### src/rtl/vending_machine_multi.sv
// Multi-product vending controller: accumulates 1/5/10 coin credit against a per-product
// price table, vends with change, refunds on cancel or inactivity, rejects overflowing coins.
module vending_machine_multi #(
    parameter int NUM_PRODUCTS   = 4,
    parameter int CREDIT_W       = 8,
    parameter logic [NUM_PRODUCTS*CREDIT_W-1:0] PRICES = {8'd25, 8'd20, 8'd15, 8'd10},
    parameter int MAX_CREDIT     = 99,
    parameter int TIMEOUT_CYCLES = 64,
    parameter int ID_W           = (NUM_PRODUCTS > 1) ? $clog2(NUM_PRODUCTS) : 1
) (
    input  logic                    clk,
    input  logic                    rst,
    input  logic                    coin1,
    input  logic                    coin5,
    input  logic                    coin10,
    input  logic [NUM_PRODUCTS-1:0] sel,
    input  logic                    cancel,
    output logic                    dispense,
    output logic                    refund,
    output logic [ID_W-1:0]         product_id,
    output logic [CREDIT_W-1:0]     change,
    output logic                    change_valid,
    output logic [CREDIT_W-1:0]     credit,
    output logic                    coin_reject,
    output logic                    busy
);

    localparam int SUM_W = CREDIT_W + 1;
    localparam int CNT_W = $clog2(TIMEOUT_CYCLES);

    typedef enum logic [1:0] {IDLE, COLLECT, VEND, REFUND} state_t;

    state_t              state, state_next;
    logic [CREDIT_W-1:0] credit_next;
    logic [ID_W-1:0]     product_id_next;
    logic [CNT_W-1:0]    timer, timer_next;
    logic                coin_rejected;

    logic                dispense_next, refund_next, change_valid_next, busy_next;
    logic [CREDIT_W-1:0] change_next;

    logic [ID_W-1:0]     sel_index;
    logic [CREDIT_W-1:0] sel_price, cur_price;
    logic                sel_valid;
    logic                coin_any;
    logic [SUM_W-1:0]    coin_sum, credit_sum;
    logic                over_max, reach_price, timer_done;

    // Price lookups for the requested product and for the latched transaction product.
    always_comb begin
        sel_index = '0;
        sel_price = '0;
        cur_price = '0;
        for (int i = 0; i < NUM_PRODUCTS; i++) begin
            if (sel[i]) begin
                sel_index = ID_W'(i);
                sel_price = PRICES[i*CREDIT_W +: CREDIT_W];
            end
            if (product_id == ID_W'(i)) begin
                cur_price = PRICES[i*CREDIT_W +: CREDIT_W];
            end
        end
    end

    assign sel_valid   = $onehot(sel) && (sel_price != '0);
    assign coin_any    = coin1 | coin5 | coin10;
    assign coin_sum    = (coin1  ? SUM_W'(1)  : '0)
                       + (coin5  ? SUM_W'(5)  : '0)
                       + (coin10 ? SUM_W'(10) : '0);
    assign credit_sum  = {1'b0, credit} + coin_sum;
    assign over_max    = credit_sum > SUM_W'(MAX_CREDIT);
    assign reach_price = credit_sum >= {1'b0, cur_price};
    assign timer_done  = timer == CNT_W'(TIMEOUT_CYCLES - 1);

    always_ff @(posedge clk) begin
        if (rst) begin
            state        <= IDLE;
            credit       <= '0;
            product_id   <= '0;
            timer        <= '0;
            dispense     <= 1'b0;
            refund       <= 1'b0;
            change_valid <= 1'b0;
            change       <= '0;
            coin_reject  <= 1'b0;
            busy         <= 1'b0;
        end else begin
            state        <= state_next;
            credit       <= credit_next;
            product_id   <= product_id_next;
            timer        <= timer_next;
            dispense     <= dispense_next;
            refund       <= refund_next;
            change_valid <= change_valid_next;
            change       <= change_next;
            coin_reject  <= coin_rejected;
            busy         <= busy_next;
        end
    end

    // Coins are only ever credited in COLLECT; every other path hands them back.
    always_comb begin
        state_next      = state;
        credit_next     = credit;
        product_id_next = product_id;
        timer_next      = timer;
        coin_rejected   = 1'b0;
        case (state)
            IDLE: begin
                credit_next   = '0;
                coin_rejected = coin_any;
                if (sel_valid) begin
                    state_next      = COLLECT;
                    product_id_next = sel_index;
                    timer_next      = '0;
                end
            end
            COLLECT: begin
                if (cancel) begin
                    coin_rejected = coin_any;
                    state_next    = REFUND;
                end else if (coin_any && !over_max) begin
                    credit_next = credit_sum[CREDIT_W-1:0];
                    timer_next  = '0;
                    if (reach_price) begin
                        state_next = VEND;
                    end
                end else begin
                    coin_rejected = coin_any;
                    if (timer_done) begin
                        state_next = REFUND;
                    end else begin
                        timer_next = timer + CNT_W'(1);
                    end
                end
            end
            VEND, REFUND: begin
                coin_rejected = coin_any;
                credit_next   = '0;
                state_next    = IDLE;
            end
            default: begin
                state_next  = IDLE;
                credit_next = '0;
            end
        endcase
    end

    // Change is held between pulses so the change bus only toggles on a vend or refund.
    always_comb begin
        dispense_next     = (state == VEND);
        refund_next       = (state == REFUND);
        change_valid_next = (state == VEND) || (state == REFUND);
        change_next       = change;
        if (state == VEND) begin
            change_next = credit - cur_price;
        end else if (state == REFUND) begin
            change_next = credit;
        end
        busy_next = (state_next != IDLE);
    end

endmodule

### config.mk
export PLATFORM = sky130hd
export DESIGN_NAME = vending_machine_multi
export DESIGN_NICKNAME = d
export VERILOG_FILES = /design/src/rtl/vending_machine_multi.sv
export SDC_FILE = /design/constraint.sdc
export NUM_CORES = 1
export LEC_CHECK = 0
export ABC_CLOCK_PERIOD_IN_PS = 5100
export CAP_MARGIN = 0
export CORE_MARGIN = 4
export CORE_UTILIZATION = 46
export CTS_BUF_LIST = sky130_fd_sc_hd__clkbuf_8 sky130_fd_sc_hd__clkbuf_16
export DETAILED_ROUTE_END_ITERATION = 12
export PLACE_DENSITY_LB_ADDON = 0.3
export SYNTH_ARGS = -nofsm -noshare
export SYNTH_HDL_FRONTEND = slang
export SYNTH_SLANG_ARGS = --single-unit
### constraint.sdc
create_clock -name clk -period 5.1 [get_ports clk]
set_input_delay 1.02 -clock clk [delete_from_list [all_inputs] [get_ports clk]]
set_output_delay 1.02 -clock clk [all_outputs]
set_load 0.005 [all_outputs]
==> key figures, run 1 <==
GRT
  • Most crowded layer after global routing: met2
  • Global-route track usage on met3: 3.90%
  • Tot GR Track Use: between 10% and 20%
  • GRT overflow: 0
  • Vias in the first global route: approximately 1900
  • Largest net degree at the start of global routing: 20
  • Met2 usage: between 20% and 30%
  • Initial antenna violation count: 0
  • GRT met1 Usage: between 20 and 25%
  • Global-route wire length before repair: about 8700 µm

Job
  • MaxCap Viol Count: 0

STA
  • Clock Skew: about 11 ps
  • RSZ-0062 raised after global routing: false
  • Final count of hold timing violations: 0
  • Slew @ Worst Pin: ~720 ps
  • # setup viols final: 0
  • Count of pins over their slew limit: 0
  • Max Clock Freq: 247 MHz
  • Slew Limit Headroom: roughly half
  • Min Tclk post-route: slightly above 4000 ps
  • Final worst path period share: roughly four fifths
  • Setup TNS: 0 ps

Place
  • # placed instances: 346
  • Gpl congestion: around 0.86
  • Dpl hpwl: 3730 µm
  • Port Buffers: 32

Power and ir drop
  • Leak pwr: 1.04 nW
  • PwrDens: approximately 260 nW/µm²
  • Peak VDD IR: approximately 110 µV

Yosys
  • Most used DFF post-synth: dfxtp_1
  • Post-synth ARST share: 0%
  • Synth Area in Adders: approximately 15%
  • Area leader, netlist: dfxtp_1
  • Synth area leaders: dfxtp_1 27%, ha_1 12%, fa_1 3.5%
  • Synth top area share: between 20% and 30%
  • Synth Instances: about 260
  • #FFs+latches synth: 31
  • Syn Nets: roughly 300
  • Post-synth EDFFs: 0
  • Register area share after synthesis: 27.4%
  • Yosys warning total: 0
  • Syn avg cell area: between 8 and 9 µm²
  • Synth Area in Compound Gates: ~24%
  • Syn Std Cell Area: around 2300 µm²
  • Mux cell area share after synthesis: ~1.3%
  • Synth cell types: 60
  • Main combinational cell family by area after synthesis: compound AO/OA/AOI/OAI gates
  • Xor/xnor cell area share of the yosys netlist: about 2.7%
  • Simple-gate share of the synthesized area: ~22%

Critical path
  • FF-to-FF Start: credit[0]
  • R2R setup slack: approximately 1900 ps
  • Slowest stage delay, CP: approximately 480 ps
  • Largest fanout on the critical path: 5
  • CP startpoint kind: input pin
  • Crit-path cells: clkdlybuf4s50_1 -> fa_1 -> inv_1 -> fa_1 -> or2b_2 -> and2_1 -> ha_1 -> nand2_1 -> o21ai_0 -> a2111oi_0 -> o21bai_1 -> a41o_2 -> a21oi_1
  • CP Class: in2reg
  • Most frequent CP cell: fa_1
  • Worst EP required: approximately 5300 ps
  • CP arrival: 4240 ps
  • Reg2reg end: state[0]
  • Crit end category: flop
  • Worst path slowest cell: a2111oi_0
  • Worst-case reg-to-reg path depth: 12

Routing
  • DRC errors left: 0
  • Iter 0 DRT Violations: just under 80
  • DR vias: 1920
  • DRT Pass-1 Iters: 4
  • Post-DRT Antenna Nets: 0
  • WL per Instance: about 14 µm
  • Post-DR vias/cell: around 5.4
  • Routed WL: 4840 µm

Clock network
  • # resized after CTS: 0
  • Setup bufs post-CTS: 0
  • Clock Path Buffers: 2
  • Worst-path clk slew: ~70 ps
  • Worst skew pair latency: 280 ps
  • Root Driver: clkbuf_8
  • Num CTS Buffers: 5
  • Hold Buf Count CTS: 0
  • Clk sinks: 31
  • H-tree lvl count: 2
  • CTS tree: yes

Finish
  • Fin cells: approximately 350
  • Commonest cells after routing, fill and taps aside: 32 x clkdlybuf4s50_1, 31 x dfxtp_1, 21 x inv_1, 21 x nor2_1, 21 x ha_1
  • Fraction of layout cells with a size suffix above 1: between 10% and 20%
  • FILL cells: 458
  • Nets: 321
  • Commonest non-fill, non-tap cell in the layout: clkdlybuf4s50_1
  • Antenna Cells: 0
  • Area growth syn-to-layout: 18.0%

Min path
  • Worst Hold Launch: change[2]
  • WHS Path Cells: 2
  • Worst min-delay path endpoint: change[2]
  • Min-Delay Path Class: reg2reg

Floorplan
  • Number of cell rows: 25
  • Die Height: around 78 µm
  • Initial cell density of the core: roughly 48%
  • Die X: about 80 µm
  • Die area: 6110 µm²
  • Core Footprint: about 4800 µm²
  • I/O Pins: 33

Run status
  • Outcome: complete, no violations
==> worst max-delay path, delay by kind of cell <==
family	cells	cell delay [ps]
and+or+nand+nor	3	560
AOI/OAI and AO/OA	5	1130
adders and majority gates	3	960
buffers and inverters	2	570
==> kinds of logic (layout without fill, tap and decap cells) <==
kind of cell               count (synthesis)  after routing
adders and majority gates                 25             25
and+or+nand+nor                           88             88
xor gates and xnor gates                   7              7
muxes                                      3              3
DFF                                       31             31
buffers and inverters                     31             60
AOI/OAI and AO/OA                         72             72
==> flip-flops by register name, indices dropped and copies added, names as in the netlist <==
name,flops
credit,8
busy,1
state,2
product_id,2
change_valid,1
timer,6
dispense,1
coin_reject,1
change,8
refund,1
==> routing by layer <==
metal  share of wire, %  vias up  routed length (µm)
met5                  0        -                   0
met1                 48      892                2310
met4                1.3        0                  61
met3                3.7        6                 181
met2                 47       36                2290
li1                   -      986                   -
==> power breakdown <==
group	total (mW)	switching [mW]	internal, mW
clock network	0.197	0.0912	0.106
registers	0.277	0.0198	0.257
logic	0.211	0.110	0.101
total	0.685	0.221	0.464
==> stage by stage <==
step | power (mW) | util (%) | worst slack [ps] | hold WS (ps) | area, µm²
after global routing | 0.733 | 56.2 | 857 | 529 | 2670
after global placement | 0.488 | 54.3 | 832 | 476 | 2580
after CTS | 0.690 | 56.2 | 1080 | 502 | 2670
after floorplan | 0.428 | - | 1450 | 454 | 2260
after detailed placement | 0.492 | 54.3 | 790 | 489 | 2580
final | 0.685 | 56.2 | 1060 | 496 | 2670
==> cell usage after synthesis, drive strengths merged (2+ instances only) <==
master	instances
o211ai	4
dfxtp	31
nand4	3
ha	21
xor2	5
clkbuf	9
nor2	21
or2b	3
nor2b	8
nor4	2
nor3	5
and2	5
mux2i	3
and3	6
a21oi	12
nand2b	5
a41o	2
o21ai	20
nand3	5
a311oi	2
nand2	13
xnor2	2
or2	4
and2b	3
o31ai	3
fa	4
o21bai	2
a211oi	11
inv	21
a22o	4
==> final cells by class <==
class | instances | area, µm² | share of cell area (%)
clock buffers | 6 | 82.6 | 3.09
multi-input cells | 195 | 1480 | 55.4
repair buffers | 32 | 320 | 12.0
flip-flops and latches | 31 | 621 | 23.2
inverters | 21 | 78.8 | 2.95
clock inverters | 1 | 5.00 | 0.187
well taps | 67 | 83.8 | 3.14
==> worst max path at each step <==
stage / from / to / slack [ps] / cells past startpoint
after CTS: coin5 / state[0] / 1080 / 13
after global placement: coin1 / state[0] / 830 / 13
after detailed placement: coin5 / state[0] / 790 / 13
after global routing: coin1 / credit[2] / 860 / 11
final: coin5 / state[0] / 1060 / 13
after floorplan: coin1 / state[0] / 1450 / 12
(Power assumes the default switching activity.)
==> inputs of run 2 (changes only) <==
--- a/config.mk
+++ b/config.mk
@@ -5,7 +5,7 @@
 export SDC_FILE = /design/constraint.sdc
 export NUM_CORES = 1
 export LEC_CHECK = 0
-export ABC_CLOCK_PERIOD_IN_PS = 5100
+export ABC_CLOCK_PERIOD_IN_PS = 3400
 export CAP_MARGIN = 0
 export CORE_MARGIN = 4
 export CORE_UTILIZATION = 46
==> constraint.sdc (replaced) <==
create_clock -name clk -period 3.4 [get_ports clk]
set_input_delay 0.68 -clock clk [delete_from_list [all_inputs] [get_ports clk]]
set_output_delay 0.68 -clock clk [all_outputs]
set_load 0.005 [all_outputs]
==> run 2 against run 1 <==
  * Non-clock buffer count up 38
  * Setup slack worse by 930 ps
  * Largest cell class unchanged
  * Wire length grew 9.8%
  * First-iteration DRC count grew 27%
  * Sequential share of layout area fell by 2.5 points
  * Sequential cell count did not move
  * Global-route usage increased by 1.1 points
  * Clock-buffer cell count grew 1
  * Via count is 8.1% higher
  * Hold slack got worse by 1.4 ps
  * Sequential power is 48% higher
==> key figures, run 2 (same netlist as run 1, synthesis figures left out) <==
GRT
  • Global-route wire length before repair: 9250 µm (was 8660 µm)
  • Largest net degree at the start of global routing: 19 (was 20)
  • GRT overflow: 0 (unchanged)
  • Vias in the first global route: 2083 (was 1876)
  • Initial antenna violation count: 0 (unchanged)
  • Tot GR Track Use: 18.6% (was 17.5%)

STA
  • Final count of hold timing violations: 0 (unchanged)
  • Final worst path period share: between 90% and 100%
  • Count of pins over their slew limit: 0 (unchanged)
  • # setup viols final: 0 (unchanged)
  • Max Clock Freq: 306 MHz
  • Slew Limit Headroom: 57.4% (was 51.9%)
  • Setup TNS: 0 ps (unchanged)
  • Slew @ Worst Pin: 638 ps (was 719 ps)
  • Min Tclk post-route: between 3000 and 4000 ps
  • Clock Skew: 5.60 ps (was 11.3 ps)
  • RSZ-0062 raised after global routing: false (unchanged)
  • Final worst slack: 132 ps (was 1060 ps)

Min path
  • Min-Delay Path Class: reg2reg (unchanged)

Finish
  • Commonest non-fill, non-tap cell in the layout: buf_4 (was clkdlybuf4s50_1)
  • Fraction of layout cells with a size suffix above 1: 23.7% (was 11.2%)
  • Nets: 359 (was 321)
  • Final core utilization: 63.1% (was 56.2%)
  • Area growth syn-to-layout: 32.4% (was 18.0%)
  • Top Registers: change: 8 flops, credit: 8 flops, timer: 6 flops (unchanged)
  • Antenna Cells: 0 (unchanged)
  • Commonest cells after routing, fill and taps aside: 38 x buf_4, 31 x dfxtp_1, 30 x clkdlybuf4s50_1 (was 32 x clkdlybuf4s50_1, 31 x dfxtp_1, 21 x inv_1, 21 x nor2_1, 21 x ha_1)
  • Final Instance Area: 3000 µm² (was 2670 µm²)
  • Fin cells: 392 (was 353)

Place
  • Dpl hpwl: 4080 µm (was 3730 µm)
  • Placed instance area: 2850 µm² (was 2580 µm²)
  • Port Buffers: 32 (unchanged)
  • # placed instances: 382 (was 346)
  • Gpl congestion: 0.838 (was 0.860)
  • Worst slack, placed: -570 ps (was 790 ps)

Routing
  • DR vias: 2075 (was 1920)
  • Post-DRT Antenna Nets: 0 (unchanged)
  • WL per Instance: 13.6 µm (was 13.7 µm)
  • Routed WL: 5320 µm (was 4840 µm)
  • DRT Pass-1 Iters: 4 (unchanged)
  • Iter 0 DRT Violations: 98 (was 77)
  • DRC errors left: 0 (unchanged)
  • Post-DR vias/cell: 5.29 (was 5.44)

Critical path
  • Largest fanout on the critical path: 5 (unchanged)
  • Reg2reg end: change[5] (was state[0])
  • Worst EP required: 3630 ps (was 5300 ps)
  • Worst-case reg-to-reg path depth: 12 (unchanged)
  • Worst path slowest cell: fa_2 (was a2111oi_0)
  • CP arrival: 3500 ps (was 4240 ps)
  • R2R setup slack: 420 ps (was 1930 ps)
  • CP Class: in2reg (unchanged)
  • Crit-path cells: dlygate4sd2_1 -> fa_2 -> inv_1 -> fa_2 -> buf_4 -> and2b_2 -> o22a_4 -> a221oi_4 -> o21ai_4 -> and2_4 -> a2111o_1 -> buf_4 -> o21ai_1 (was clkdlybuf4s50_1 -> fa_1 -> inv_1 -> fa_1 -> or2b_2 -> and2_1 -> ha_1 -> nand2_1 -> o21ai_0 -> a2111oi_0 -> o21bai_1 -> a41o_2 -> a21oi_1)
  • Crit path to: timer[2] (was state[0])
  • Crit end category: flop (unchanged)
  • Slowest stage delay, CP: 400 ps (was 480 ps)
  • CP Launch Point: coin1 (was coin5)
  • FF-to-FF Start: product_id[0] (was credit[0])
  • CP startpoint kind: input pin (unchanged)

Floorplan
  • I/O Pins: 33 (unchanged)
  • Initial cell density of the core: 47.6% (unchanged)
  • Die Height: 78.2 µm (unchanged)
  • Die X: 78.2 µm (unchanged)
  • Die area: 6110 µm² (unchanged)
  • Core Footprint: 4750 µm² (unchanged)
  • Number of cell rows: 25 (unchanged)

Clock network
  • Clk sinks: 31 (unchanged)
  • H-tree lvl count: 2 (unchanged)
  • CTS tree: yes (unchanged)
  • Worst-path clk slew: 70 ps (about the same)
  • Num CTS Buffers: 5 (unchanged)
  • Hold Buf Count CTS: 0 (unchanged)
  • Root Driver: clkbuf_8 (unchanged)
  • Worst skew pair latency: 290 ps (was 280 ps)
  • Clock Path Buffers: 2 (unchanged)

Power and ir drop
  • Leak pwr: 1.24 nW (was 1.04 nW)
  • PwrDens: 371 nW/µm² (was 256 nW/µm²)
  • Peak VDD IR: 157 µV (was 114 µV)

Run status
  • Outcome: complete, no violations (unchanged)

Job
  • MaxCap Viol Count: 0 (unchanged)
[run 2: worst max-delay path: cells and delay by family]
family	cells	cell delay, ps
AOI/OAI and AO/OA	5	1180
adders and majority gates	2	610
buffers and inverters	4	640
and+or+nand+nor	2	400
[run 2: report_power, final]
group	leakage [nW]	switching (mW)	internal, mW	total [mW]
logic	0.934	0.187	0.197	0.384
clock network	0.0557	0.135	0.181	0.317
registers	0.251	0.0258	0.385	0.411
total	1.24	0.348	0.763	1.11
[run 2: routing by layer]
| layer | vias to the layer above | track usage, % | share of wire [%] |
|---|---|---|---|
| li1 | 1057 | - | - |
| met1 | 964 | 23.6 | 47 |
| met2 | 43 | 30.2 | 47 |
| met3 | 11 | 3.33 | 3.2 |
| met4 | 0 | 9.27 | 2.5 |
| met5 | - | 0 | 0 |
[run 2: what timing repair did]
item,4_1_cts,5_1_grt
setup endpoints to repair,8,5
buffers inserted,2,0
hold endpoints to repair,0,0
pin swaps,4,3
resized for setup,7,5
[run 2: final cells by class]
| cell class | instances | area [µm²] |
|---|---|---|
| Tap cell | 67 | 83.8 |
| Multi-Input combinational cell | 195 | 1510 |
| Sequential cell | 31 | 621 |
| Clock inverter | 1 | 3.75 |
| Timing Repair Buffer | 70 | 603 |
| Fill cell | 421 | 1760 |
| Clock buffer | 7 | 96.3 |
| Inverter | 21 | 78.8 |
[run 2: worst min path at each step]
stage	depth (start not counted)	from	to	slack, ps
detailed placement	2	change[0]	change[0]	490
finish	2	change[0]	change[0]	490
global route	2	change[5]	change[5]	540
global placement	2	change[1]	change[1]	480
floorplan	1	timer[4]	timer[4]	450
CTS	2	change[6]	change[6]	500
[run 2: per-stage QoR]
stage	power (mW)	hold slack, ps
after floorplan	0.642	454
after global placement	0.778	476
after detailed placement	0.793	489
after CTS	1.12	503
after global routing	1.19	538
final	1.11	494
